==> src/rtl/fetch_pkg.sv <==
// Shared types and constants for the instruction fetch stage.
package fetch_pkg;

    localparam int          INSTR_W      = 32;
    localparam logic [31:0] RESET_PC_DEF = 32'h0000_0000;
    // Value driven on out_instr while nothing is valid
    localparam logic [INSTR_W-1:0] NOP   = 32'h0000_0000;

    typedef struct packed {
        logic [31:0]        pc;
        logic [INSTR_W-1:0] instr;
    } fetch_entry_t;

    // Byte PCs are always word aligned; low two bits are dropped.
    function automatic logic [31:0] align_pc(input logic [31:0] a);
        return a & ~32'h0000_0003;
    endfunction

endpackage

==> src/rtl/fetch_queue.sv <==
// Small circular buffer holding fetched {pc, instr} pairs for decode.
module fetch_queue
    import fetch_pkg::*;
#(
    parameter int DEPTH = 2
) (
    input  logic         clk,
    input  logic         reset_n,
    input  logic         flush,
    input  logic         push,
    input  fetch_entry_t push_data,
    input  logic         pop,
    output fetch_entry_t head_data,
    output logic         empty,
    output logic         full
);

    localparam int               PTR_W    = $clog2(DEPTH);
    localparam logic [PTR_W-1:0] PTR_ONE  = 1;
    localparam logic [PTR_W:0]   CNT_ONE  = 1;
    localparam logic [PTR_W:0]   CNT_FULL = (PTR_W+1)'(DEPTH);

    fetch_entry_t     r_mem [DEPTH];
    logic [PTR_W-1:0] r_rd_ptr;
    logic [PTR_W-1:0] r_wr_ptr;
    logic [PTR_W:0]   r_count;

    logic w_do_push;
    logic w_do_pop;

    // A push into a full queue is only legal when the head leaves the same cycle
    assign w_do_push = push && (!full || pop);
    assign w_do_pop  = pop && !empty;

    assign empty     = (r_count == '0);
    assign full      = (r_count == CNT_FULL);
    assign head_data = r_mem[r_rd_ptr];

    // Storage write; contents need no reset since count gates visibility
    always_ff @(posedge clk) begin
        if (w_do_push)
            r_mem[r_wr_ptr] <= push_data;
    end

    // Pointer and occupancy bookkeeping; flush and reset both empty the queue
    always_ff @(posedge clk) begin
        if (!reset_n || flush) begin
            r_rd_ptr <= '0;
            r_wr_ptr <= '0;
            r_count  <= '0;
        end else begin
            if (w_do_push)
                r_wr_ptr <= r_wr_ptr + PTR_ONE;
            if (w_do_pop)
                r_rd_ptr <= r_rd_ptr + PTR_ONE;
            case ({w_do_push, w_do_pop})
                2'b10:   r_count <= r_count + CNT_ONE;
                2'b01:   r_count <= r_count - CNT_ONE;
                default: r_count <= r_count;
            endcase
        end
    end

endmodule

==> src/rtl/instr_fetch_unit.sv <==
// Fetch stage: owns the PC, reads InstructionMemory, queues results for decode.
module instr_fetch_unit
    import fetch_pkg::*;
#(
    parameter logic [31:0] RESET_PC = RESET_PC_DEF,
    parameter int          DEPTH    = 2,
    parameter int          ADDR_W   = 6
) (
    input  logic               clk,
    input  logic               reset_n,
    output logic [ADDR_W-1:0]  imem_addr,
    input  logic [INSTR_W-1:0] imem_rd,
    input  logic               redirect_valid,
    input  logic [31:0]        redirect_pc,
    output logic               out_valid,
    input  logic               out_ready,
    output logic [INSTR_W-1:0] out_instr,
    output logic [31:0]        out_pc,
    output logic [31:0]        fetch_cnt
);

    logic [31:0]  r_pc;
    logic [31:0]  r_fetch_cnt;

    fetch_entry_t w_push_data;
    fetch_entry_t w_head;
    logic         w_empty;
    logic         w_full;
    logic         w_transfer;
    logic         w_enq;

    assign imem_addr   = r_pc[ADDR_W+1:2];
    assign w_push_data = '{pc: r_pc, instr: imem_rd};

    // Valid comes purely from queue state, never from out_ready
    assign out_valid   = !w_empty;
    assign w_transfer  = out_valid && out_ready;
    // Redirect suppresses the enqueue; a full queue accepts only if the head leaves
    assign w_enq       = !redirect_valid && (!w_full || w_transfer);

    assign out_instr   = out_valid ? w_head.instr : NOP;
    assign out_pc      = out_valid ? w_head.pc    : 32'h0000_0000;
    assign fetch_cnt   = r_fetch_cnt;

    fetch_queue #(.DEPTH(DEPTH)) u_queue (
        .clk       (clk),
        .reset_n   (reset_n),
        .flush     (redirect_valid),
        .push      (w_enq),
        .push_data (w_push_data),
        .pop       (w_transfer),
        .head_data (w_head),
        .empty     (w_empty),
        .full      (w_full)
    );

    // PC update: redirect wins, otherwise advance on every enqueue
    always_ff @(posedge clk) begin
        if (!reset_n)
            r_pc <= RESET_PC;
        else if (redirect_valid)
            r_pc <= align_pc(redirect_pc);
        else if (w_enq)
            r_pc <= r_pc + 32'd4;
    end

    // Count handshakes to decode, including one coinciding with a redirect
    always_ff @(posedge clk) begin
        if (!reset_n)
            r_fetch_cnt <= 32'd0;
        else if (w_transfer)
            r_fetch_cnt <= r_fetch_cnt + 32'd1;
    end

endmodule
==> config.mk <==
export PLATFORM = sky130hd
export DESIGN_NAME = instr_fetch_unit
export DESIGN_NICKNAME = d
export VERILOG_FILES = /design/src/rtl/fetch_pkg.sv /design/src/rtl/fetch_queue.sv /design/src/rtl/instr_fetch_unit.sv
export SDC_FILE = /design/constraint.sdc
export NUM_CORES = 1
export LEC_CHECK = 0
export CAP_MARGIN = 20
export CORE_MARGIN = 1.5
export CORE_UTILIZATION = 55
export CTS_CLUSTER_SIZE = 16
export DETAILED_ROUTE_END_ITERATION = 8
export HOLD_SLACK_MARGIN = 0.1
export PLACE_DENSITY = 0.92
export SKIP_LAST_GASP = 1
export SLEW_MARGIN = 20
export SYNTH_ARGS = -nofsm -noshare
export SYNTH_HDL_FRONTEND = slang
export SYNTH_SLANG_ARGS = --single-unit
export TNS_END_PERCENT = 1
==> constraint.sdc <==
create_clock -name clk -period 11.8 [get_ports clk]
set_input_delay 1.77 -clock clk [delete_from_list [all_inputs] [get_ports clk]]
set_output_delay 1.77 -clock clk [all_outputs]
set_load 0.02 [all_outputs]
==> results of run 1 <==
==> registers in the layout, indices dropped and copies added, names as in the netlist, named ones only <==
name and flops:
u_queue.r_count 2, u_queue.r_wr_ptr 1, fetch_cnt 32, u_queue.r_mem 124, r_pc 30, u_queue.r_rd_ptr 1
==> power by group through the flow <==
| stage | clock network [mW] | registers (mW) | logic [mW] |
|---|---|---|---|
| floorplan | 0 | 0.774 | 0.0752 |
| global placement | 0 | 0.778 | 0.132 |
| detailed placement | 0 | 0.781 | 0.136 |
| CTS | 0.564 | 0.767 | 0.137 |
| global route | 0.591 | 0.770 | 0.147 |
| finish | 0.559 | 0.767 | 0.136 |
==> path summary, 6_finish.rpt <==
path | from | slack (ns) | to | depth (start not counted)
min reg2reg | fetch_cnt[31] | 0.48 | fetch_cnt[31] | 2
min | fetch_cnt[31] | 0.48 | fetch_cnt[31] | 2
max | flip-flop | 7.41 | out_pc[31] | 3
max reg2reg | u_queue.r_count[0] | 9.13 | u_queue.r_mem[0][43] | 4
==> tightest hold or removal path: stages (launching register included) <==
cell,delay (ns)
dfxtp_1,0.33
nand2_1,0.06
mux2i_1,0.05
==> cells by family after synthesis <==
logic type | count (synthesis) | share of synthesized area
muxes | 66 | 0.0806
DFF | 191 | 0.618
adders and majority gates | 3 | 0.00458
xor gates and xnor gates | 23 | 0.0246
other | 1 | 0.000458
buffers and inverters | 59 | 0.0327
and+or+nand+nor | 247 | 0.159
AOI/OAI and AO/OA | 108 | 0.0805
==> cell usage in the layout, fill, tap and decap left out, drive strengths merged, types with 3 or more instances in the layout <==
| master | synthesis | final |
|---|---|---|
| clkdlybuf4s50 | 0 | 166 |
| edfxtp | 124 | 124 |
| nor2 | 85 | 85 |
| dfxtp | 67 | 67 |
| mux2i | 66 | 66 |
| nand2 | 38 | 38 |
| o21ai | 35 | 35 |
| a21oi | 24 | 24 |
| or4 | 22 | 22 |
| clkbuf | 31 | 20 |
| nand3 | 18 | 18 |
| nand4 | 18 | 18 |
| or3 | 17 | 17 |
| o31ai | 16 | 16 |
| xnor2 | 16 | 16 |
| a31oi | 14 | 14 |
| inv | 11 | 14 |
| nor4 | 12 | 12 |
| xor2 | 7 | 7 |
| nor3 | 7 | 7 |
| and4 | 6 | 6 |
| and3 | 6 | 6 |
| clkinv | 1 | 6 |
| a211oi | 5 | 5 |
| nand2b | 5 | 5 |
| buf | 16 | 5 |
| and2 | 4 | 4 |
| ha | 3 | 3 |
==> routing by layer <==
layer	vias to the layer above	routed length, microns	share of wire	track usage
met5	-	0	0	0
met4	0	539	0.029	0.110
met3	43	1600	0.085	0.0710
met2	284	9080	0.48	0.390
met1	2928	7650	0.41	0.304
li1	2899	-	-	-
==> area by class of cell <==
type	count	share of cell area
Sequential cell	191	0.483
Multi-Input combinational cell	449	0.274
Timing Repair Buffer	171	0.162
Clock buffer	20	0.0416
Tap cell	184	0.0219
Clock inverter	12	0.0131
Inverter	12	0.00429
Antenna cell	1	0.000238
==> flow_summary_export.csv, run 1 <==
group,metric,value,unit
status,status,"finished clean",
global_routing,grt_usage,0.242,
setup_path,cp.arrival,2.62,ns
timing,fmax,228,MHz
timing,tightest_slew,1.11,ns
synth,synth_seq_area_share,0.618,
global_routing,grt-ovfl-total,0,
clocking,htreeDepth,4,
clocking,worstSkewPairLatency,0.43,ns
power,p_sw,339,uW
clocking,postCtsSetupBuffers,0,
setup_path,critPathMaxStageDelay,1.08,ns
layout,drive_gt1_frac,0.0538,
setup_path,crit_fanout,62,
timing,hold_viol,0,
route,wirelength,18900,microns
layout,multi_input_area,2880,sq um
hold_path,hold_path_class,"reg2reg",
floorplan,num_io_pins,171,
power,power,1.46,mW
placed_design,pre_cts_ws,7.39,ns
placed_design,dpl.cell_count,1007,
layout,finish.utilization,0.723,
power,powerDensity,139,nW/um^2
power,p_int,1.12,mW
layout,area_growth,28.2,%
timing,fin_skew,0.0100,ns
layout,ff_latch_area,5070,sq um
clocking,cts_tree,"built",
setup_path,worst_path_dominant_cell_family,"flip-flops",
floorplan,fp.dieH,125,microns
synth,synth.most_common_cell,"edfxtp_1",
layout,finalInstanceArea,10500,sq um
setup_path,required,10.03,ns
setup_path,crit_type,"reg2out",
setup_path,endpoint_kind,"output port",
timing,hold-worst-slack,0.483,ns
setup_path,worstPathCellList,"mux2i_1 -> nor2_1 -> clkdlybuf4s50_1",
synth,synth_top_cell_area_share,0.454,
timing,fin_crit,4.39,ns
floorplan,die_w,125,microns
global_routing,grt_pass1_vias,5858,
route,drc,0,
layout,fin_nets,913,
clocking,clockRootBuffer,"clkbuf_16",
placed_design,dpl-instance-area,9930,sq um
synth,synth-warning-count,0,
synth,synth_area_leaders,"edfxtp_1 45%, dfxtp_1 16%, mux2i_1 8.1%",
setup_path,start_kind,"flip-flop",
clocking,hold_buffers,0,
synth,netlist_area,8200,sq um
timing,finalWorstSetupSlack,7.41,ns
synth,synth_cell_types,51,
clocking,clkSlewWorstSetupHoldPaths,0.06,ns
clocking,cts_resized,0,
power,peakVddDrop,0.103,mV
floorplan,core,14500,sq um
clocking,cts.path.max_buffers,2,
global_routing,grt_first_pass_wirelength,30200,microns
synth,synth_edf_count,124,
setup_path,cp_num_buf_inv,1,
clocking,numCtsBuffers,17,
synth,syn_avg_cell_area,11.7,sq um
layout,fillers,943,
layout,final_cells,1040,
power,switching_share,0.232,
synth,synthTopCellsByCount,"124 x edfxtp_1, 85 x nor2_1, 67 x dfxtp_1, 66 x mux2i_1, 38 x nand2_1",
route,vias,6154,
synth,netlist_instances,698,
placed_design,place_congestion,0.834,
setup_path,crit_slowest_cell,"dfxtp_4",
global_routing,grt_max_degree,64,
route,ant_nets,0,
synth,async_flop_share,0,
timing,maxSlewViolCount,0,
run,cap_viol_max_count,0,
timing,rsz0062_at_grt,"false",
timing,setup_violations,0,
power,static-leakage-power,3.34,nW
floorplan,start_util,0.564,
power,combPwrFrac,0.093,
route,drtPass1Iterations,5,
floorplan,num_rows,44,
timing,tns,0,ns
timing,post-route-period-util,0.372,
route,via_per_inst,5.92,
global_routing,antenna_found_initial,2,
placed_design,dp_hpwl,12300,microns
clocking,numClockSinks,191,
route,first_iter_violations,509,
floorplan,die_area,15600,sq um
power,seqPwrFrac,0.525,
synth,ys_ff_latch,191,
timing,maxSlewHeadroom,0.258,
synth,synth_area_leader_cell,"edfxtp_1",
power,clockPowerShare,0.382,
route,wl_per_cell,18.1,microns
placed_design,port_buffers,166,
synth,synth_ff_type,"edfxtp_1",
Power figures use the tool's default switching activity.
==> run 2: changes to the inputs <==
CORE_UTILIZATION = 46   (was 55)
PLACE_DENSITY = 0.83   (was 0.92)
clock period = 3.6 ns   (was 11.8 ns; I/O delays follow)
==> run 2 against run 1 <==
- sequential share of layout area is 0.79 points lower
- count of clock-buffer cells in the layout is 3 lower
- register-to-register slack worse by 7.9 ns
- design area is 1.7% higher
- worst setup slack worse by 6.7 ns
- utilization is 11 points lower
- critical path depth is 1 higher
- largest power group unchanged
- critical path type unchanged
==> flow_summary_export.csv, run 2 (synthesized netlist as in run 1, its figures left out) <==
group,metric,value,unit
timing,maxSlewHeadroom,0.423,
global_routing,grt-ovfl-total,0,
placed_design,dp_hpwl,12400,microns
placed_design,place_congestion,0.793,
floorplan,start_util,0.472,
floorplan,core,17400,sq um
clocking,numClockSinks,191,
timing,maxSlewViolCount,0,
route,wl_met3,1530,microns
clocking,cts_resized,0,
clocking,postCtsSetupBuffers,0,
timing,tns,0,ns
setup_path,endpoint_kind,"output port",
timing,post-route-period-util,0.810,
route,wirelength,18400,microns
layout,drive_gt1_frac,0.0683,
placed_design,dpl.cell_count,1057,
layout,multi_input_area,2880,sq um
floorplan,num_rows,48,
setup_path,cp_num_buf_inv,2,
global_routing,grt_first_pass_wirelength,28700,microns
layout,final_cells,1089,
timing,fin_skew,0.0126,ns
placed_design,port_buffers,166,
setup_path,start_kind,"flip-flop",
floorplan,die_w,136,microns
setup_path,critPathMaxStageDelay,0.55,ns
route,drc,0,
power,powerDensity,452,nW/um^2
setup_path,required,3.06,ns
route,routed.top_layer,"met4",
status,status,"finished clean",
timing,hold_viol,0,
layout,layout_common_cells,"166 x clkdlybuf4s50_1, 124 x edfxtp_1, 83 x nor2_1",
clocking,cts.path.max_buffers,2,
global_routing,grt_usage,0.199,
route,ant_nets,0,
clocking,hold_buffers,0,
setup_path,crit_fanout,24,
floorplan,num_io_pins,171,
layout,finish.utilization,0.615,
global_routing,antenna_found_initial,0,
layout,final_common_cell,"clkdlybuf4s50_1",
timing,fmax,343,MHz
setup_path,cp.arrival,2.37,ns
route,wl_met2,8910,microns
timing,setup_violations,0,
clocking,clkSlewWorstSetupHoldPaths,0.07,ns
setup_path,crit_slowest_cell,"clkdlybuf4s50_1",
route,first_iter_violations,259,
clocking,worstSkewPairLatency,0.43,ns
run,cap_viol_max_count,0,
route,m1WireLength,7610,microns
floorplan,die_area,18600,sq um
power,power,4.83,mW
global_routing,grt_max_degree,63,
layout,top_register,"u_queue.r_mem",
timing,tightest_slew,0.866,ns
route,wl_per_cell,16.9,microns
global_routing,grt_pass1_vias,5706,
clocking,cts_tree,"built",
layout,ff_latch_area,5070,sq um
floorplan,fp.dieH,136,microns
power,static-leakage-power,3.41,nW
layout,largest_reg_flops,124,
power,peakVddDrop,0.331,mV
setup_path,crit_type,"reg2out",
hold_path,hold_path_class,"reg2reg",
clocking,numCtsBuffers,17,
timing,hold-worst-slack,0.473,ns
layout,area_growth,30.3,%
layout,fillers,1398,
clocking,clockRootBuffer,"clkbuf_16",
timing,fin_crit,2.91,ns
route,via_per_inst,5.54,
clocking,htreeDepth,4,
layout,fin_nets,922,
route,vias,6038,
setup_path,worstPathCellList,"nor2_4 -> buf_4 -> nor2_1 -> clkdlybuf4s50_1",
route,drtPass1Iterations,4,
timing,rsz0062_at_grt,"false",
layout,diodes,0,
setup_path,worst_path_dominant_cell_family,"buffers and inverters",
-- run 2: cell count changes in the layout (fill, tap and decap cells not counted), sizes merged --
cell	change
diode	-1
buf	+9
bufinv	-1
clkbuf	-3
inv	+4
-- run 2: worst paths after layout --
| kind | end | cells after the start | startpoint | slack, ns |
|---|---|---|---|---|
| hold / removal | fetch_cnt[31] | 2 | fetch_cnt[31] | 0.47 |
| setup reg to reg | r_pc[19] | 4 | u_queue.r_count[0] | 1.25 |
| setup / recovery | out_pc[27] | 4 | u_queue.r_count[0] | 0.69 |
| hold reg to reg | fetch_cnt[31] | 2 | fetch_cnt[31] | 0.47 |
-- run 2: through the flow --
step | setup WS (ns) | instance area (sq um)
6_report | 0.686 | 10700
5_1_grt | 0.512 | 10700
4_1_cts | 0.638 | 10700
3_5_place_dp | 0.747 | 10100
3_3_place_gp | 0.808 | 10100
2_1_floorplan | 0.293 | 8200
-- run 2: layout make-up --
cell class              instances  area share
repair buffers                180       0.169
multi-input cells             449       0.270
flip-flops and latches        191       0.475
well taps                     225      0.0264
clock buffers                  17      0.0398
inverters                      12     0.00422
clock inverters                15      0.0159
-- run 2: report_power, final --
part | leakage (nW) | internal, mW | switching [mW]
combinational | 1.39 | 0.219 | 0.242
sequential | 1.73 | 2.44 | 0.0676
clock | 0.287 | 0.991 | 0.869
total | 3.41 | 3.65 | 1.18
-- run 2: per-layer routing --
| metal | global-route usage | vias to the layer above |
|---|---|---|
| met5 | 0 | - |
| li1 | - | 2920 |
| met4 | 0.0721 | 0 |
| met2 | 0.332 | 194 |
| met3 | 0.0638 | 25 |
| met1 | 0.242 | 2899 |
-- run 2: worst register-to-register path: stages, from the launching register on --
cell and delay (ns):
dfxtp_1 0.48, or3b_1 0.49, nand4_1 0.53, or4_1 0.57
a31oi_1 0.20
==> run 3: changes to the inputs <==
CORE_UTILIZATION = 51   (was 46)
PLACE_DENSITY = 0.87   (was 0.83)
clock period = 3.1 ns   (was 3.6 ns; I/O delays follow)
==> run 3 against run 2 <==
- total power increased by 17%
- first-iteration DRC count is 18% higher
- global-route usage up 1.7 points
- largest cell class unchanged
- count of clock-buffer cells in the layout did not move
- worst setup slack got worse by 0.28 ns
- utilization grew 6.5 points
- critical path depth stayed put
- design area increased by 0.53%
- clock power rose by 19%
- sequential cell count did not move
==> flow_summary_export.csv, run 3 (synthesized netlist as in run 1, its figures left out) <==
group,metric,value,unit
timing,fmax,371,MHz
placed_design,dpl-instance-area,10100,sq um
global_routing,top_usage_layer,"met2",
global_routing,grt_pass1_vias,5718,
setup_path,required,2.63,ns
hold_path,hold_path_class,"reg2reg",
placed_design,port_buffers,166,
global_routing,grt_use_met1,0.253,
setup_path,crit_type,"reg2out",
clocking,cts.path.max_buffers,2,
route,wl_per_cell,16.9,microns
timing,fin_crit,2.70,ns
route,ant_nets,0,
power,switching_share,0.248,
floorplan,die_area,16800,sq um
layout,fillers,1143,
power,clockPowerShare,0.391,
power,p_int,4.26,mW
global_routing,grt_use_met2,0.370,
power,power,5.66,mW
power,powerDensity,528,nW/um^2
timing,post-route-period-util,0.870,
timing,hold-worst-slack,0.493,ns
layout,diodes,0,
clocking,clockRootBuffer,"clkbuf_16",
clocking,hold_buffers,0,
timing,tightest_slew,0.741,ns
layout,layout_common_cells,"166 x clkdlybuf4s50_1, 124 x edfxtp_1, 83 x nor2_1",
layout,area_growth,31.0,%
route,via_per_inst,5.61,
layout,top_register,"u_queue.r_mem",
route,drtPass1Iterations,5,
hold_path,hp-start,"fetch_cnt[31]",
hold_path,whs_path_depth,2,
timing,hold_viol,0,
layout,fin_nets,924,
layout,finalInstanceArea,10700,sq um
setup_path,r2r_slack,0.89,ns
power,seqPwrFrac,0.513,
power,p_sw,1.41,mW
power,static-leakage-power,3.44,nW
power,combPwrFrac,0.096,
route,drc,0,
global_routing,grt_use_met3,0.0672,
clocking,htreeDepth,4,
route,first_iter_violations,306,
floorplan,die_w,130,microns
timing,setup_violations,0,
setup_path,r2r-end,"fetch_cnt[29]",
layout,final_common_cell,"clkdlybuf4s50_1",
global_routing,grt_max_degree,56,
timing,maxSlewViolCount,0,
timing,maxSlewHeadroom,0.502,
setup_path,r2r-start,"fetch_cnt[12]",
floorplan,num_io_pins,171,
timing,tns,0,ns
timing,rsz0062_at_grt,"false",
setup_path,reg2reg_depth,4,
floorplan,core,15800,sq um
clocking,numClockSinks,191,
run,cap_viol_max_count,0,
clocking,numCtsBuffers,17,
placed_design,dp_hpwl,12200,microns
global_routing,grt_usage,0.216,
floorplan,fp.dieH,130,microns
clocking,cts_tree,"built",
hold_path,hold_end,"fetch_cnt[31]",
timing,fin_skew,0.00986,ns
layout,finish.utilization,0.681,
status,status,"finished clean",
floorplan,start_util,0.520,
clocking,clkSlewWorstSetupHoldPaths,0.07,ns
setup_path,crit_fanout,20,
layout,drive_gt1_frac,0.0704,
route,wirelength,18300,microns
floorplan,num_rows,46,
global_routing,grt_first_pass_wirelength,28200,microns
placed_design,place_congestion,0.847,
layout,largest_reg_flops,124,
clocking,worstSkewPairLatency,0.43,ns
clocking,postCtsSetupBuffers,0,
global_routing,grt-ovfl-total,0,
route,vias,6065,
power,peakVddDrop,0.383,mV
setup_path,endpoint_kind,"output port",
setup_path,start_kind,"flip-flop",
clocking,cts_resized,0,
setup_path,cp.arrival,2.23,ns
global_routing,antenna_found_initial,1,
## run 3: cell types whose count changed in the layout (fill, tap and decap cells not counted)
cell,change
buf_4,-1
inv_6,+4
buf_12,+3
clkinv_8,+2
clkinvlp_4,-2
inv_8,-1
clkinv_4,-3
## run 3: power by group through the flow
stage / Combinational (mW) / Clock (mW) / Sequential [mW]
final: 0.542 / 2.21 / 2.91
after floorplan: 0.287 / 0 / 2.94
after global routing: 0.584 / 2.34 / 2.92
after detailed placement: 0.543 / 0 / 2.97
after CTS: 0.546 / 2.24 / 2.91
after global placement: 0.531 / 0 / 2.96
## run 3: critical path: stages (launching register included)
cell and delay [ns]:
dfxtp_1 0.37, nor2_4 0.44, buf_4 0.34, nor2_1 0.08, clkdlybuf4s50_1 0.57
## run 3: how the worst max path moves through the flow
stage / from / to / cells past startpoint
floorplan: redirect_valid / u_queue.r_mem[1][0] / 4
global route: u_queue.r_count[1] / out_pc[30] / 4
CTS: u_queue.r_count[1] / out_pc[30] / 4
global placement: out_ready / fetch_cnt[22] / 6
finish: u_queue.r_count[1] / out_pc[30] / 4
detailed placement: out_ready / fetch_cnt[17] / 5
## run 3: layer usage
metal / wire length (microns) / vias to the layer above
met2: 8900 / 206
li1: - / 2920
met4: 427 / 2
met3: 1430 / 35
met1: 7570 / 2902
met5: 9 / -
## run 3: layout make-up
class	count	area [sq um]	share of cell area
clock inverter	15	185	0.0173
inverter	12	45.0	0.00420
timing repair buffer	182	1860	0.173
tap	216	270	0.0252
clock buffer	17	425	0.0396
sequential	191	5070	0.472
multi-input combinational	449	2880	0.269
## run 3: per-stage QoR
step                      cells  worst slack (ns)
after floorplan             699            0.0647
after global placement     1050             0.548
after detailed placement   1050             0.500
after CTS                  1082             0.375
after global routing       1082             0.273
final                      1082             0.404
